==> config.mk <==
export PLATFORM = sky130hd
export DESIGN_NAME = seq_magnitude_comparator
export DESIGN_NICKNAME = d
export VERILOG_FILES = /design/src/rtl/comparator_pkg.sv /design/src/rtl/comparator_chunk.sv /design/src/rtl/seq_magnitude_comparator.sv
export SDC_FILE = /design/constraint.sdc
export NUM_CORES = 1
export LEC_CHECK = 0
export CORE_ASPECT_RATIO = 1.5
export CORE_MARGIN = 5
export CORE_UTILIZATION = 48
export DETAILED_ROUTE_END_ITERATION = 12
export PLACE_DENSITY = 0.82
export SKIP_CTS_REPAIR_TIMING = 1
export SYNTH_ARGS = -nofsm -noshare
export SYNTH_HDL_FRONTEND = slang
export SYNTH_SLANG_ARGS = --single-unit
export TNS_END_PERCENT = 1
==> constraint.sdc <==
create_clock -name clk -period 1.84 [get_ports clk]
set_clock_uncertainty 0.1 [all_clocks]
set_input_delay 0.368 -clock clk [delete_from_list [all_inputs] [get_ports clk]]
set_output_delay 0.368 -clock clk [all_outputs]
set_load 0.005 [all_outputs]
==> src/rtl/comparator_pkg.sv <==
// Shared types and constants for the sequential magnitude comparator.
// Result encoding is one-hot {greater, equal, lesser}.
package comparator_pkg;

  typedef enum logic [0:0] {
    ST_IDLE    = 1'b0,
    ST_COMPARE = 1'b1
  } state_e;

  localparam logic [2:0] RES_NONE = 3'b000;
  localparam logic [2:0] RES_GT   = 3'b100;
  localparam logic [2:0] RES_EQ   = 3'b010;
  localparam logic [2:0] RES_LT   = 3'b001;

  function automatic int chunk_count(
    input int width,
    input int chunk
  );
    if (chunk < 1) return 1;
    return width / chunk;
  endfunction

endpackage

==> src/rtl/comparator_chunk.sv <==
// Combinational unsigned compare of one CHUNK-bit slice.
// Outputs are mutually exclusive; both low means the slices match.
module comparator_chunk #(
  parameter int CHUNK = 1
) (
  input  logic [CHUNK-1:0] a,
  input  logic [CHUNK-1:0] b,
  output logic             gt,
  output logic             lt
);

  assign gt = (a > b);
  assign lt = (a < b);

endmodule

==> src/rtl/seq_magnitude_comparator.sv <==
// Multi-cycle MSB-first magnitude comparator with early exit.
// Optional COMP_SIGNED_EN adds a signed_mode port (two's-complement).
module seq_magnitude_comparator #(
  parameter int WIDTH = 8,
  parameter int CHUNK = 1
) (
  input  logic             clk,
  input  logic             rst_n,
  input  logic             start,
  input  logic [WIDTH-1:0] a,
  input  logic [WIDTH-1:0] b,
`ifdef COMP_SIGNED_EN
  input  logic             signed_mode,
`endif
  output logic             busy,
  output logic             done,
  output logic             equal,
  output logic             greater,
  output logic             lesser
);
  import comparator_pkg::*;

  localparam int NCHUNK = chunk_count(WIDTH, CHUNK);
  localparam int KW     = (NCHUNK > 1) ? $clog2(NCHUNK) : 1;
  localparam logic [KW-1:0] LAST = KW'(NCHUNK - 1);

  if (WIDTH < 1 || CHUNK < 1 || (WIDTH % CHUNK) != 0) begin : g_bad_cfg
    $error("seq_magnitude_comparator: CHUNK must divide WIDTH");
  end

  state_e           state_q, state_d;
  logic [WIDTH-1:0] a_q, a_d;
  logic [WIDTH-1:0] b_q, b_d;
  logic [KW-1:0]    idx_q, idx_d;
  logic [2:0]       res_q, res_d;
  logic             done_q, done_d;
  logic [WIDTH-1:0] flip;
  logic             chk_gt, chk_lt;

  // Operands are shifted left as chunks match, so the live chunk is always on top
  comparator_chunk #(
    .CHUNK (CHUNK)
  ) u_chunk (
    .a  (a_q[WIDTH-1 -: CHUNK]),
    .b  (b_q[WIDTH-1 -: CHUNK]),
    .gt (chk_gt),
    .lt (chk_lt)
  );

  // Sign handling: inverting both MSBs maps signed order onto unsigned order
  always_comb begin
    flip = '0;
`ifdef COMP_SIGNED_EN
    flip[WIDTH-1] = signed_mode;
`endif
  end

  // FSM next state, operand walk and result capture
  always_comb begin
    state_d = state_q;
    a_d     = a_q;
    b_d     = b_q;
    idx_d   = idx_q;
    res_d   = res_q;
    done_d  = 1'b0;
    unique case (state_q)
      ST_IDLE: begin
        if (start) begin
          a_d     = a ^ flip;
          b_d     = b ^ flip;
          idx_d   = '0;
          state_d = ST_COMPARE;
        end
      end
      ST_COMPARE: begin
        unique case (1'b1)
          chk_gt: begin
            res_d   = RES_GT;
            done_d  = 1'b1;
            state_d = ST_IDLE;
          end
          chk_lt: begin
            res_d   = RES_LT;
            done_d  = 1'b1;
            state_d = ST_IDLE;
          end
          default: begin
            if (idx_q == LAST) begin
              res_d   = RES_EQ;
              done_d  = 1'b1;
              state_d = ST_IDLE;
            end else begin
              idx_d = idx_q + KW'(1);
              a_d   = a_q << CHUNK;
              b_d   = b_q << CHUNK;
            end
          end
        endcase
      end
      default: state_d = ST_IDLE;
    endcase
  end

  // State, operand, index and result registers
  always_ff @(posedge clk or negedge rst_n) begin
    if (!rst_n) begin
      state_q <= ST_IDLE;
      a_q     <= '0;
      b_q     <= '0;
      idx_q   <= '0;
      res_q   <= RES_NONE;
      done_q  <= 1'b0;
    end else begin
      state_q <= state_d;
      a_q     <= a_d;
      b_q     <= b_d;
      idx_q   <= idx_d;
      res_q   <= res_d;
      done_q  <= done_d;
    end
  end

  assign busy    = (state_q == ST_COMPARE);
  assign done    = done_q;
  assign greater = res_q[2];
  assign equal   = res_q[1];
  assign lesser  = res_q[0];

endmodule

==> metrics.txt, run 1 <==
final slew viol count 0; Detail Placement HPWL 1.50 mm; commonest cells in the netlist dfrtp_1, a21oi_1, o22ai_1; first-pass GRT wire length 3.36 mm; routed length per instance 13.6 um; die area 3240 um^2; post-synthesis sequential area ratio 0.572; DRT antenna net count 0; Worst setup startpoint busy$_DFF_PN0_; Synth cell types 18; Startpoint Class register; leading area contributor after synthesis dfrtp_1; CP Capture Type output port; Cell Chain, Critical Path clkdlybuf4s50_1; Tot Pwr 0.00222 W; WP depth 1; Die H 67.3 um; leakage dissipation 0.603 nW; grt total ovfl 0; IO buf count 23; CTS tree yes; Slew HR 0.748; Worst VDD drop 884 uV; Netlist Area Pre-Place 1050 um^2; Ant. Diodes 0; Synth Flop Type dfrtp_1; R2R setup slack 0.17 ns; most common cell in the netlist dfrtp_1; I/O Pins 24; final hold vios 0; Post-synth EDFFs 0; Total GRT Usage 0.142; FP Rows 20; detail-routed via count per cell 5.60; number of CTS-inserted buffers 3; CP Class reg2out; r2r startpoint idx_q[0]$_DFFE_PN0P_; worst skew pair latency 0.30 ns; MaxCap Viol Count 0; Die X-Extent 48.2 um; Worst Tran Pin Value 0.378 ns; worst hold slack 0.305 ns; Initial Util 0.512; Max H-tree Level 1; slowest CP cell clkdlybuf4s50_1; Mapped Nets 124; top cell type's share of synthesized area 0.572; crit-path leading delay family buffers and inverters; RePlAce Congestion 0.709; drt first-iter violations 24; CTS Sinks 24; root buffer cell clkbuf_4; initial antenna violation count 0; Tmin final 1.75 ns; top post-synthesis cells by area dfrtp_1, o22ai_1, a21oi_1; Place WS 0.0196 ns; Critical path destination busy; area grow syn2layout 28.4%; WL final 2.00 mm; CP Data Required Time 1.37 ns; Pwr per Cell Area 1650 nW/um^2; clk buf depth 2; RSZ-0062 raised after global routing no; Layout Nets 149; hold crit path type in2async; Avg Synthesized Cell Area 10.4 um^2; FF+latch count, synth 24; drt drc 0; outcome finished, final reports clean; FMAX 0.572 GHz; final setup fails 0; Yosys warning count 0; Syn Inst Count 101; CP max FO 7; worst stage delay on the critical path 0.52 ns; Fillers 168; clk slew on worst S/H paths 0.13 ns; setup ws final 0.0913 ns; ratio of cells with drive above 1 in the final layout 0.0960; largest net degree at the start of global routing 38; Buf/Inv on CP 1; via count 823; reg2reg end a_q[7]$_DFFE_PN0P_; First-pass DRT Iterations 4; cell count of the worst reg-to-reg path 6; vias in the first global route 862; core area 2050 um^2; ys async rst share 1.00; Critical Path AT 1.28 ns; Tcrit/Tclk final 0.950
[metrics by stage]
step | setup TNS, ns | utilization | std cells | instance area, um^2
6_report | 0 | 0.657 | 147 | 1350
5_1_grt | 0 | 0.657 | 147 | 1350
4_1_cts | -0.00139 | 0.656 | 147 | 1350
3_5_place_dp | 0 | 0.630 | 143 | 1290
3_3_place_gp | 0 | 0.630 | 143 | 1290
2_1_floorplan | 0 | - | 101 | 1050
[layer usage]
| layer | vias up | GRT usage | share of wire |
|---|---|---|---|
| met5 | - | 0 | 0 |
| met4 | 0 | 0.0505 | 0.0060 |
| met3 | 2 | 0.0240 | 0.063 |
| met2 | 18 | 0.263 | 0.55 |
| met1 | 398 | 0.148 | 0.38 |
| li1 | 405 | - | - |
[power breakdown]
part | internal (W) | total [W] | switching [W] | leakage (nW)
Sequential | 0.000772 | 0.000914 | 0.000143 | 0.285
Combinational | 0.000455 | 0.000942 | 0.000487 | 0.290
Clock | 0.000220 | 0.000368 | 0.000148 | 0.0279
Total | 0.00145 | 0.00222 | 0.000778 | 0.603
[how the worst min path moves through the flow]
stage                                   from                 end  slack [ns]
after floorplan                        rst_n  a_q[0]$_DFFE_PN0P_       -0.03
after global placement    a_q[0]$_DFFE_PN0P_  a_q[0]$_DFFE_PN0P_        0.37
after detailed placement  a_q[0]$_DFFE_PN0P_  a_q[0]$_DFFE_PN0P_        0.38
after CTS                              rst_n  a_q[6]$_DFFE_PN0P_        0.31
after global routing                   rst_n  a_q[4]$_DFFE_PN0P_        0.31
final                                  rst_n  b_q[4]$_DFFE_PN0P_        0.30
[final cells by class]
class / instances / area (um^2) / area share
clock buffers: 3 / 22.5 / 0.0167
clock inverters: 1 / 30.0 / 0.0223
inverters: 6 / 22.5 / 0.0167
multi-input cells: 65 / 378 / 0.280
flip-flops and latches: 24 / 602 / 0.447
well taps: 22 / 27.5 / 0.0204
repair buffers: 26 / 265 / 0.197
[kinds of logic after synthesis]
kind of cell,share of synthesized area
buf+inv,0.0679
flops,0.572
fa+ha+maj,0.0477
simple gates,0.110
mux,0.0215
compound gates,0.181
[flip-flops by register name, summed over array words and instances (netlist names)]
register / flops
b_q: 8
a_q: 8
res_q: 3
idx_q: 3
busy: 1
done: 1
[layout by cell type (no fill, tap or decap)]
cell,count
a21oi_1,14
a31oi_1,2
buf_12,1
buf_4,2
bufinv_16,1
clkbuf_4,3
clkdlybuf4s50_1,23
dfrtp_1,23
dfrtp_2,1
ha_1,4
inv_1,6
mux2_2,2
nand2_1,5
nand3_1,5
nand3b_2,1
nor2_1,12
nor2b_1,1
o21ai_0,3
o21ai_1,1
o22ai_1,14
or2b_2,1
Power figures use the tool's default switching activity.
==> run 2: changes to the inputs <==
--- a/config.mk
+++ b/config.mk
@@ -8,6 +8,7 @@
 export CORE_ASPECT_RATIO = 1.5
 export CORE_MARGIN = 5
 export CORE_UTILIZATION = 48
+export CTS_CLUSTER_DIAMETER = 200
 export DETAILED_ROUTE_END_ITERATION = 12
 export PLACE_DENSITY = 0.82
 export SKIP_CTS_REPAIR_TIMING = 1
==> results of run 2 <==
The final DEF is identical to that of run 1; final timing and power are the same.
==> run 3: changes to the inputs <==
--- a/config.mk
+++ b/config.mk
@@ -5,9 +5,12 @@
 export SDC_FILE = /design/constraint.sdc
 export NUM_CORES = 1
 export LEC_CHECK = 0
+export ABC_CLOCK_PERIOD_IN_PS = 1840
+export CELL_PAD_IN_SITES_DETAIL_PLACEMENT = 0
+export CELL_PAD_IN_SITES_GLOBAL_PLACEMENT = 1
 export CORE_ASPECT_RATIO = 1.5
 export CORE_MARGIN = 5
-export CORE_UTILIZATION = 48
+export CORE_UTILIZATION = 37
 export CTS_CLUSTER_DIAMETER = 200
 export DETAILED_ROUTE_END_ITERATION = 12
 export PLACE_DENSITY = 0.82
==> metrics.txt, run 3 (synthesis gave the netlist of run 1 again) <==
commonest non-fill, non-tap cell in the layout dfrtp_1; ratio of cells with drive above 1 in the final layout 0.0952 (-0.000762); Slew HR 0.751 (+0.00333); worst stage delay on the critical path 0.55 ns (+0.03 ns); outcome finished, final reports clean; Fillers 273 (+63%); Final Instance Area 1380 um^2 (+2.0%); IO buf count 23 (unchanged); Startpoint Class register; Sw Share 0.354 (+0.00418); setup ws final 0.0969 ns (+0.00568 ns); initial antenna violation count 0 (unchanged); Internal 0.00143 W (-0.97%); Tmin final 1.74 ns (-0.00568 ns); Cell Chain, Critical Path clkdlybuf4s50_1; Tot Pwr 0.00222 W (-0.33%); largest net degree at the start of global routing 38 (unchanged); root buffer cell clkbuf_8; via count 805 (-2.2%); FP Rows 23 (+15%); grt total ovfl 0 (unchanged); Pwr per Cell Area 1610 nW/um^2 (-2.3%); drt drc 0 (unchanged); routed length per instance 12.4 um (-9.1%); most frequent cells in the layout dfrtp_1, clkdlybuf4s50_1, o22ai_1, a21oi_1, nor2_1; hold crit path type in2async; Ant. Diodes 0 (unchanged); drt first-iter violations 6 (-75%); I/O Pins 24 (unchanged); clk buf depth 2 (unchanged); CP Class reg2out; CP max FO 7 (unchanged); Worst Tran Pin Value 0.373 ns (-0.00499 ns); area grow syn2layout 31.0%; CTS tree yes; MaxCap Viol Count 0 (unchanged); Worst VDD drop 749 uV (-15%); Buf/Inv on CP 1 (unchanged); die area 4020 um^2 (+24%); WL final 2.02 mm (+0.75%); final setup fails 0 (unchanged); CP Capture Type output port; Place WS 0.0144 ns (-0.00520 ns); final slew viol count 0 (unchanged); Combinational Power Share 0.430 (+0.007); Total GRT Usage 0.116 (-0.0257); first-pass GRT wire length 3.50 mm (+4.1%); RePlAce Congestion 0.690 (-2.7%); CP Data Required Time 1.37 ns (about the same); DRT antenna net count 0 (unchanged); biggest regs a_q: 8 flops, b_q: 8 flops; slowest CP cell clkdlybuf4s50_1; Die H 75.2 um (+12%); sequential share of power 0.411 (about the same); First-pass DRT Iterations 3 (-1); Die X-Extent 53.5 um (+11%); dpl cell area 1320 um^2 (+2.0%); FMAX 0.574 GHz (+0.33%); TNS Setup 0 ns (unchanged); clock share of power 0.158 (-0.007); Max Used Layer met4; final hold vios 0 (unchanged); Max H-tree Level 1 (unchanged); Layout Nets 150 (+0.67%); clk slew on worst S/H paths 0.08 ns (-0.05 ns); worst skew pair latency 0.26 ns (-0.04 ns); Tcrit/Tclk final 0.947 (-0.00309); CTS Sinks 24 (unchanged); worst hold slack 0.350 ns (+0.0450 ns); RSZ-0062 raised after global routing no; Initial Util 0.388 (-0.124); Critical Path AT 1.28 ns (about the same); wl on met1 890 um (+16%); core area 2710 um^2 (+32%); Detail Placement HPWL 1.43 mm (-4.4%); met3 WL 112 um (-12%); met2 WL 999 um (-8.9%); leakage dissipation 0.609 nW (+1.0%); number of CTS-inserted buffers 3 (unchanged); crit-path leading delay family buffers and inverters; switching power 0.000784 W (+0.87%); detail-routed via count per cell 4.94 (-12%); vias in the first global route 785 (-8.9%)
[run 3: cell count changes in the layout (fill, tap and decap cells not counted)]
cell       delta
o21ai_0       +1
bufinv_16     -1
dfrtp_1       +1
buf_4         +1
clkbuf_4      -3
dfrtp_2       -1
o21ai_1       -1
clkbuf_8      +4
[run 3: path summary, 6_finish.rpt]
kind	slack, ns	startpoint	cells past startpoint	to
max	0.1	busy$_DFF_PN0_	1	busy
max reg2reg	0.20	idx_q[0]$_DFFE_PN0P_	5	res_q[2]$_DFFE_PN0P_
min	0.35	rst_n	2	res_q[1]$_DFFE_PN0P_
min in group clk	0.40	a_q[0]$_DFFE_PN0P_	2	a_q[0]$_DFFE_PN0P_
max in group asynchronous	1.06	rst_n	2	a_q[5]$_DFFE_PN0P_
min reg2reg	0.40	a_q[0]$_DFFE_PN0P_	2	a_q[0]$_DFFE_PN0P_
[run 3: cell type report]
| cell class | count | area (um^2) | area share |
|---|---|---|---|
| tap | 37 | 46.3 | 0.0337 |
| multi-input combinational | 65 | 378 | 0.275 |
| sequential | 24 | 601 | 0.437 |
| timing repair buffer | 27 | 273 | 0.198 |
| clock buffer | 4 | 55.1 | 0.0400 |
| inverter | 6 | 22.5 | 0.0164 |
[run 3: metrics by stage]
stage,util,instances
after detailed placement,0.488,159
final,0.508,163
after floorplan,-,101
after global routing,0.508,163
after CTS,0.508,163
after global placement,0.488,159
[run 3: power groups by stage]
stage / clock [W] / sequential, W / combinational, W
finish: 0.000351 / 0.000912 / 0.000954
global route: 0.000381 / 0.000941 / 0.00108
CTS: 0.000358 / 0.000915 / 0.000974
detailed placement: 0 / 0.000922 / 0.000971
global placement: 0 / 0.000908 / 0.000934
floorplan: 0 / 0.000889 / 0.000683
[run 3: metal layers]
| layer | GRT usage | vias to the layer above |
|---|---|---|
| li1 | - | 403 |
| met1 | 0.152 | 381 |
| met2 | 0.192 | 19 |
| met3 | 0.0277 | 2 |
| met4 | 0.0256 | 0 |
| met5 | 0 | - |
